`src/rtl/cpu_pkg.sv`:
```
// rtl/cpu_pkg.sv - shared opcodes, fetch FSM states and instruction field widths
package cpu_pkg;

  localparam int INSTR_CMD_W  = 5;
  localparam int INSTR_OPND_W = 11;

  localparam logic [INSTR_CMD_W-1:0] NOP_CMD  = 5'd15;
  localparam logic [INSTR_CMD_W-1:0] HALT_CMD = 5'd31;

  typedef enum logic [1:0] {
    FETCH = 2'd0,
    ISSUE = 2'd1,
    HALT  = 2'd2
  } fetch_state_t;

endpackage

```
`src/rtl/pc_reg.sv`:
```
// rtl/pc_reg.sv - program counter with load/increment/hold; increment wraps modulo 2^W
module pc_reg #(
  parameter int W = 8
) (
  input  logic         clk,
  input  logic         reset,
  input  logic         inc,
  input  logic         load,
  input  logic [W-1:0] target,
  output logic [W-1:0] pc
);

  // load wins over inc; the FSM never asserts both together
  always_ff @(posedge clk) begin
    if (reset) begin
      pc <= '0;
    end else if (load) begin
      pc <= target;
    end else if (inc) begin
      pc <= pc + W'(1);
    end
  end

endmodule

```
`src/rtl/instr_fetch.sv`:
```
// rtl/instr_fetch.sv - fetch/issue unit: PC, req/ack instruction fetch, stall and branch redirect
module instr_fetch
  import cpu_pkg::*;
#(
  parameter int PC_W    = 8,
  parameter int INSTR_W = 16,
  parameter int CMD_W   = INSTR_CMD_W
) (
  input  logic                     clk,
  input  logic                     reset,
  output logic                     imem_req,
  output logic [PC_W-1:0]          imem_addr,
  input  logic                     imem_ack,
  input  logic [INSTR_W-1:0]       imem_rdata,
  output logic [CMD_W-1:0]         cmd,
  output logic [INSTR_W-CMD_W-1:0] operand,
  output logic                     instr_valid,
  input  logic                     stall,
  input  logic                     branch_taken,
  input  logic [PC_W-1:0]          branch_target,
  output logic                     halted
);

  fetch_state_t       state, next_state;
  logic [INSTR_W-1:0] ir;
  logic [CMD_W-1:0]   ir_cmd;
  logic [PC_W-1:0]    pc;
  logic               pc_inc, pc_load, ir_load;
  logic               req_q;

  assign ir_cmd = ir[INSTR_W-1 -: CMD_W];

  pc_reg #(.W(PC_W)) u_pc_reg (
    .clk    (clk),
    .reset  (reset),
    .inc    (pc_inc),
    .load   (pc_load),
    .target (branch_target),
    .pc     (pc)
  );

  // req is registered so the cycle right after reset shows no request
  always_ff @(posedge clk) begin
    if (reset) begin
      state <= FETCH;
      ir    <= '0;
      req_q <= 1'b0;
    end else begin
      state <= next_state;
      req_q <= (next_state == FETCH);
      if (ir_load) begin
        ir <= imem_rdata;
      end
    end
  end

  always_comb begin
    next_state = state;
    pc_inc     = 1'b0;
    pc_load    = 1'b0;
    ir_load    = 1'b0;
    case (state)
      FETCH: begin
        if (req_q && imem_ack) begin
          ir_load    = 1'b1;
          pc_inc     = 1'b1;
          next_state = ISSUE;
        end
      end
      ISSUE: begin
        if (!stall) begin
          if (ir_cmd == CMD_W'(HALT_CMD)) begin
            next_state = HALT;
          end else if (branch_taken) begin
            pc_load    = 1'b1;
            next_state = FETCH;
          end else begin
            next_state = FETCH;
          end
        end
      end
      HALT:    next_state = HALT;
      default: next_state = FETCH;
    endcase
  end

  assign imem_req    = req_q;
  assign imem_addr   = pc;
  assign instr_valid = (state == ISSUE);
  assign halted      = (state == HALT);
  assign cmd         = instr_valid ? ir_cmd : CMD_W'(NOP_CMD);
  assign operand     = instr_valid ? ir[INSTR_W-CMD_W-1:0] : '0;

endmodule

```
`config.mk`:
```
export PLATFORM = sky130hd
export DESIGN_NAME = instr_fetch
export DESIGN_NICKNAME = d
export VERILOG_FILES = /design/src/rtl/cpu_pkg.sv /design/src/rtl/pc_reg.sv /design/src/rtl/instr_fetch.sv
export SDC_FILE = /design/constraint.sdc
export NUM_CORES = 1
export LEC_CHECK = 0
export BUFFER_PORTS_ARGS = -buffer_cell sky130_fd_sc_hd__buf_2
export CORE_ASPECT_RATIO = 0.7
export CORE_MARGIN = 2
export CORE_UTILIZATION = 40
export DETAILED_ROUTE_END_ITERATION = 16
export PLACE_DENSITY = 0.72
export SYNTH_ARGS = -nofsm -noshare
export SYNTH_HDL_FRONTEND = slang
export SYNTH_SLANG_ARGS = --single-unit
export TNS_END_PERCENT = 100
```
`constraint.sdc`:
```
create_clock -name clk -period 1.5 [get_ports clk]
set_clock_uncertainty 0.1 [all_clocks]
set_input_delay 0.075 -clock clk [delete_from_list [all_inputs] [get_ports clk]]
set_output_delay 0.075 -clock clk [all_outputs]
set_load 0.03 [all_outputs]
```
# Yosys cells after proc, flatten, opt, wreduce, memory -nomap -nowiden
# Index checks and enable logic that the tools add are counted.
dict set report word_totals {
  register_bits 27
  input_bits 29
  output_inout_bits 27
  wordCells 26
}
dict set report op_classes {
  add_sub_neg 1
  n_eq_ne 3
  mux 14
  reduce_logical 4
}
# op count
set op_table {}
lappend op_table {{8-bit two-way mux} 2}
lappend op_table {{11-bit two-way mux} 1}
lappend op_table {{8-bit by 1-bit adder with 8-bit output, second input constant} 1}
lappend op_table {{1-bit two-way mux} 6}
lappend op_table {{2-bit two-way mux} 3}
lappend op_table {{2-bit one-hot mux with 3 select lines} 1}
lappend op_table {{5-bit == test, second input constant} 1}
lappend op_table {{5-bit two-way mux} 1}
lappend op_table {{2-bit logical NOT} 2}
lappend op_table {{2-bit by 1-bit == test with 1-bit output, second input constant} 1}
lappend op_table {{2-bit == test, second input constant} 1}
lappend op_table {{2-bit nonzero test} 1}
lappend op_table {{1-bit logical AND} 1}

# Longest topological paths before layout
dict set report logic_depth {
  word_depth 5
  mapped_depth 6
  mapped_depth_nobuf 5
}

# Cells and area by module
# Synthesis repeated with hierarchy kept, for this count alone.
dict set report unflattened {
  cells_unflattened 159
  area_unflattened_um2 1362.6
}
# mod n_inst cells_each area_each_um2 seq_area_each_um2
set modules_own_cells {}
lappend modules_own_cells {instr_fetch 1 106 898.4 380.4}
lappend modules_own_cells {pc_reg 1 53 464.2 160.2}

# Worst setup path before layout
# No wires, ideal clock.
dict set report synth_timing {
  path_kind {reg2reg}
  from {register req_q (netlist: imem_req)}
  to {register u_pc_reg.pc[6]}
  setup_ns 0.119
  arrival_time_ns 1.433
  t_required_ns 1.281
  setup_slack_ns -0.152
  stages_incl_launch_ff 5
  path_buffers 1
  synth_period_minus_slack_ns 1.652
  cell_sequence {dfxtp_1 -> nor4bb_1 -> buf_2 -> mux2_2 -> o221a_2}
}
dict set report synth_between {
  elab_chain_len 4
}
# element line
set synth_rtl {}
lappend synth_rtl {{from (decl)} instr_fetch.sv:29} ;# logic req_q;
lappend synth_rtl {{from (signal assigned)} instr_fetch.sv:50} ;# req_q <= (next_state == FETCH);
lappend synth_rtl {{1-bit logical AND} instr_fetch.sv:64} ;# if (req_q && imem_ack) begin
lappend synth_rtl {{1-bit two-way mux} instr_fetch.sv:64}
lappend synth_rtl {{1-bit two-way mux} instr_fetch.sv:62} ;# case (state)
lappend synth_rtl {{2-bit nonzero test (no source line)} -}
lappend synth_rtl {{to (signal assigned)} pc_reg.sv:18} ;# pc <= target;
lappend synth_rtl {{to (signal assigned)} pc_reg.sv:20} ;# pc <= pc + W'(1);
lappend synth_rtl {{to (decl)} pc_reg.sv:10} ;# output logic [W-1:0] pc
# No other way between the ends.
# A chain may end at the register's enable or synchronous reset.

# Final worst setup path
dict set report layout_timing {
  from {register state[0]}
  to {register u_pc_reg.pc[6]}
}
dict set report layout_between {
  elab_chain_len 3
  elab_cells_between_ends 6
  cone_classes {eq/ne (1); mux (3); reduce/logical (2)}
}
# element line
set layout_rtl {}
lappend layout_rtl {{from (decl)} instr_fetch.sv:24} ;# fetch_state_t state, next_state;
lappend layout_rtl {{from (signal assigned)} instr_fetch.sv:49} ;# state <= next_state;
lappend layout_rtl {{2-bit by 1-bit == test with 1-bit output / 2-bit logical NOT (equally long branches)} instr_fetch.sv:62}
lappend layout_rtl {{1-bit two-way mux} instr_fetch.sv:62}
lappend layout_rtl {{8-bit two-way mux / 2-bit nonzero test (equally long branches)} -}
# Parallel ways exist; a longest one is shown, timed or not.

==> out/qor.csv <==
stage,metric,value,unit
outcome,result of the run,"complete, but fails checks",
outcome,failing checks,setup timing,
timing,fin. max-slew vios,0,
timing,time the final worst path needs with I/O delays and setup,1.534,ns
grt,GRT overflow,0,
setup_path,launch instance of the worst register-to-register path,state[0],
placed_design,half-perimeter wire length after detailed placement,2310,um
setup_path,highest cell delay on the worst timing path,0.37,ns
synthesis,Post-Synthesis Cell Area,0.001245,sq mm
final_layout,ratio of cells with drive above 1 in the final layout,41.06,%
cts,H-tree depth,1,
synthesis,Most used DFF post-synth,dfxtp_1,
setup_path,library cell contributing the largest single delay on the critical path,dfxtp_4,
hold_path,Min-Delay Path Depth,4,
final_layout,number of diodes,0,
route,number of DRC violations after detailed routing,0,
timing,RSZ-0062 raised after global routing,yes,
route,via count,1428,
final_layout,FILL cells,225,
cts,TritonCTS clock tree,done,
setup_path,Register-to-Register Path Depth,4,
setup_path,required time at the worst-slack endpoint,1.58,ns
floorplan,Starting Density,43.19,%
synthesis,Seq cells post-synth,27,
final_layout,Final Util,73.57,%
timing,total count of hold-check failures in the final report,0,
placed_design,last weighted congestion value of the routability-driven placer,0.8368,
cts,clock tree root buffer cell,clkbuf_8,
hold_path,endpoint with the worst hold slack,state[1],
setup_path,cell family contributing the most delay on the critical path,flip-flops,
timing,final setup slack of the worst path,-0.03430,ns
final_layout,layout overhead on the synthesized area,70.35,%
route,routed wirelength normalized by instance count,14.37,um
placed_design,DP Cell Count,249,
power,power per unit of standard cell area,732.1,mW/mm^2
grt,initial antenna violation count,0,
hold_path,Worst Hold Launch,stall,
placed_design,DP Worst Slack,-0.07673,ns
setup_path,crit path launch,state[0],
final_layout,Largest register FFs,16,
route,DRT iter0 DRCs,75,
route,vias per cell,5.064,
synthesis,number of warnings reported in the yosys synthesis log,0,
synthesis,sequential element share of the synthesized area,43.42,%
floorplan,Die Wd,70.68,um
flow_run,max capacitance violation total,0,
grt,global-route wire length before repair,6044,um
grt,maximum number of pins on one net before global-route repair,28,
timing,setup tns final,-0.05953,ns
grt,vias in the first global route,1321,
setup_path,type of the worst setup path,flop to flop,
cts,number of buffers created by CTS,3,
timing,transition time of the tightest slew-check pin,0.5452,ns
setup_path,kind of end point of the critical path,flop,
cts,CTS sink count,27,
power,peak supply drop,0.6355,mV
cts,insertion delay of the later-clocked pin in the worst-skew pair,0.28,ns
floorplan,die area,0.003582,sq mm
floorplan,row count,16,
synthesis,number of distinct library cells after synthesis,32,
power,static leakage,0.9154,nW
timing,worst slew margin relative to its limit,63.65,%
floorplan,ports placed on the boundary,56,
final_layout,final cell count without fillers,282,
setup_path,worst path cell trace,nor4bb_4 -> buf_4 -> mux2_4 -> o221a_4,
setup_path,endpoint of the worst-slack reg-to-reg timing path,u_pc_reg.pc[6],
synthesis,synthesized netlist net count,188,
setup_path,largest fanout of any net on the critical path,5,
floorplan,area inside the core boundary,0.002883,sq mm
setup_path,CP bufs+invs,1,
final_layout,Layout Nets,277,
setup_path,type of origin of the critical path,flop,
synthesis,average cell area after synthesis,7.879,sq um
timing,fmax,651.8,MHz
floorplan,Die Y-Extent,50.68,um
timing,period utilisation layout,102.3,%
route,total wirelength of the detailed-routed design,4051,um
placed_design,IO Port Bufs,55,
route,first-pass detailed-route iteration total,4,
timing,final setup violating endpoints,7,
setup_path,Worst Path Arrival,1.61,ns
route,remaining antenna violation count after routing,0,
hold_path,hold crit path type,input pin to flop,
setup_path,setup slack of the most critical reg-to-reg path,-0.03,ns
cts,clk slew on worst S/H paths,0.09,ns
grt,total routing usage reported by global routing,21.02,%
synthesis,Post-synth EDFFs,0,
cts,CTS Buffer Depth,2,
synthesis,fraction of synthesis flops using an asynchronous set or reset pin,0,%
synthesis,post-synthesis instance total,158,
final cells by class:
cell class	instances	area, sq um	share of cell area, %
multi-input cells	119	732.0	34.51
repair buffers	94	732.0	34.51
flip-flops and latches	27	554.3	26.14
well taps	36	45.04	2.124
clock buffers	3	41.29	1.947
clock inverters	1	8.758	0.4130
inverters	2	7.507	0.3540
stage by stage:
step / power [mW] / cell area, sq um / hold WS, ns
after floorplan: 0.9290 / 1255 / 0.1110
after global placement: 1.039 / 1653 / 0.2186
after detailed placement: 1.043 / 1653 / 0.2242
after CTS: 1.535 / 1999 / 0.02822
after global routing: 1.624 / 2121 / 0.04570
final: 1.553 / 2121 / 0.03489
synthesized netlist by cell type (2+ instances only):
cell type / number / share of area, %
o221a_2: 2 / 1.8
a31oi_1: 3 / 1.5
nor2_1: 7 / 2.1
and3_1: 2 / 1.0
buf_2: 6 / 2.4
inv_1: 2 / 0.60
clkbuf_1: 6 / 1.8
xor2_1: 2 / 1.4
nand2b_1: 4 / 2.0
nand3_1: 4 / 1.6
nand4_1: 2 / 1.0
and2_1: 12 / 6.0
nor3_1: 3 / 1.2
nand2_1: 34 / 10
dfxtp_1: 27 / 43
a21oi_1: 26 / 10
how the worst max path moves through the flow:
stage / endpoint / slack (ns) / depth (start not counted)
finish: u_pc_reg.pc[6] / -0.03 / 4
global route: u_pc_reg.pc[6] / -0.07 / 4
CTS: u_pc_reg.pc[6] / -0.04 / 3
detailed placement: u_pc_reg.pc[2] / -0.08 / 5
global placement: operand[6] / -0.05 / 4
floorplan: u_pc_reg.pc[6] / 0.01 / 4
logic make-up (layout without fill, tap and decap cells):
family | count (synthesis) | after routing | share of synthesized area [%]
simple gates | 74 | 76 | 29.65
compound gates | 39 | 39 | 18.79
flops | 27 | 27 | 43.42
buf+inv | 14 | 100 | 4.824
xor+xnor | 2 | 2 | 1.407
fa+ha+maj | 1 | 1 | 1.005
mux | 1 | 1 | 0.9045
per-layer routing:
metal	global-route usage, %	part of all wire (%)
met1	28.66	44
met2	35.20	49
met3	5.020	6.2
met4	1.887	0.15
met5	0	0
report_power, final:
| part | total [mW] | leakage (nW) | switching [mW] | internal [mW] |
|---|---|---|---|---|
| Combinational | 0.339 | 0.667 | 0.169 | 0.170 |
| Sequential | 0.773 | 0.223 | 0.0252 | 0.748 |
| Clock | 0.440 | 0.0261 | 0.245 | 0.195 |
layout by cell type (no fill, tap or decap), types with 2 or more instances in the layout:
cell,n
a211oi_2,2
a21oi_1,26
a31oi_1,3
and2_1,4
and2_4,8
and2b_4,2
and3_1,2
buf_12,2
buf_2,43
buf_4,12
buf_6,13
clkbuf_8,3
dfxtp_1,22
dfxtp_2,2
dfxtp_4,3
dlygate4sd3_1,24
inv_1,2
nand2_1,33
nand2b_1,4
nand3_1,4
nand4_1,2
nor2_1,7
nor3_1,3
xor2_1,2
what timing repair did:
action / in CTS / in global routing
resized for setup: 16 / 38
cloned: 1 / 1
hold buffers: 24 / 0
endpoints found under the setup margin: 25 / 34
endpoints found under the hold margin: 24 / 0
buffers inserted: 1 / 2
pin swaps: 7 / 3
worst min-delay path: cells and delay by family:
family | cells | cell delay [ns]
compound gates | 1 | 0.12
buf+inv | 2 | 0.15
simple gates | 1 | 0.04
No activity file was read; power rests on OpenSTA's default activity.
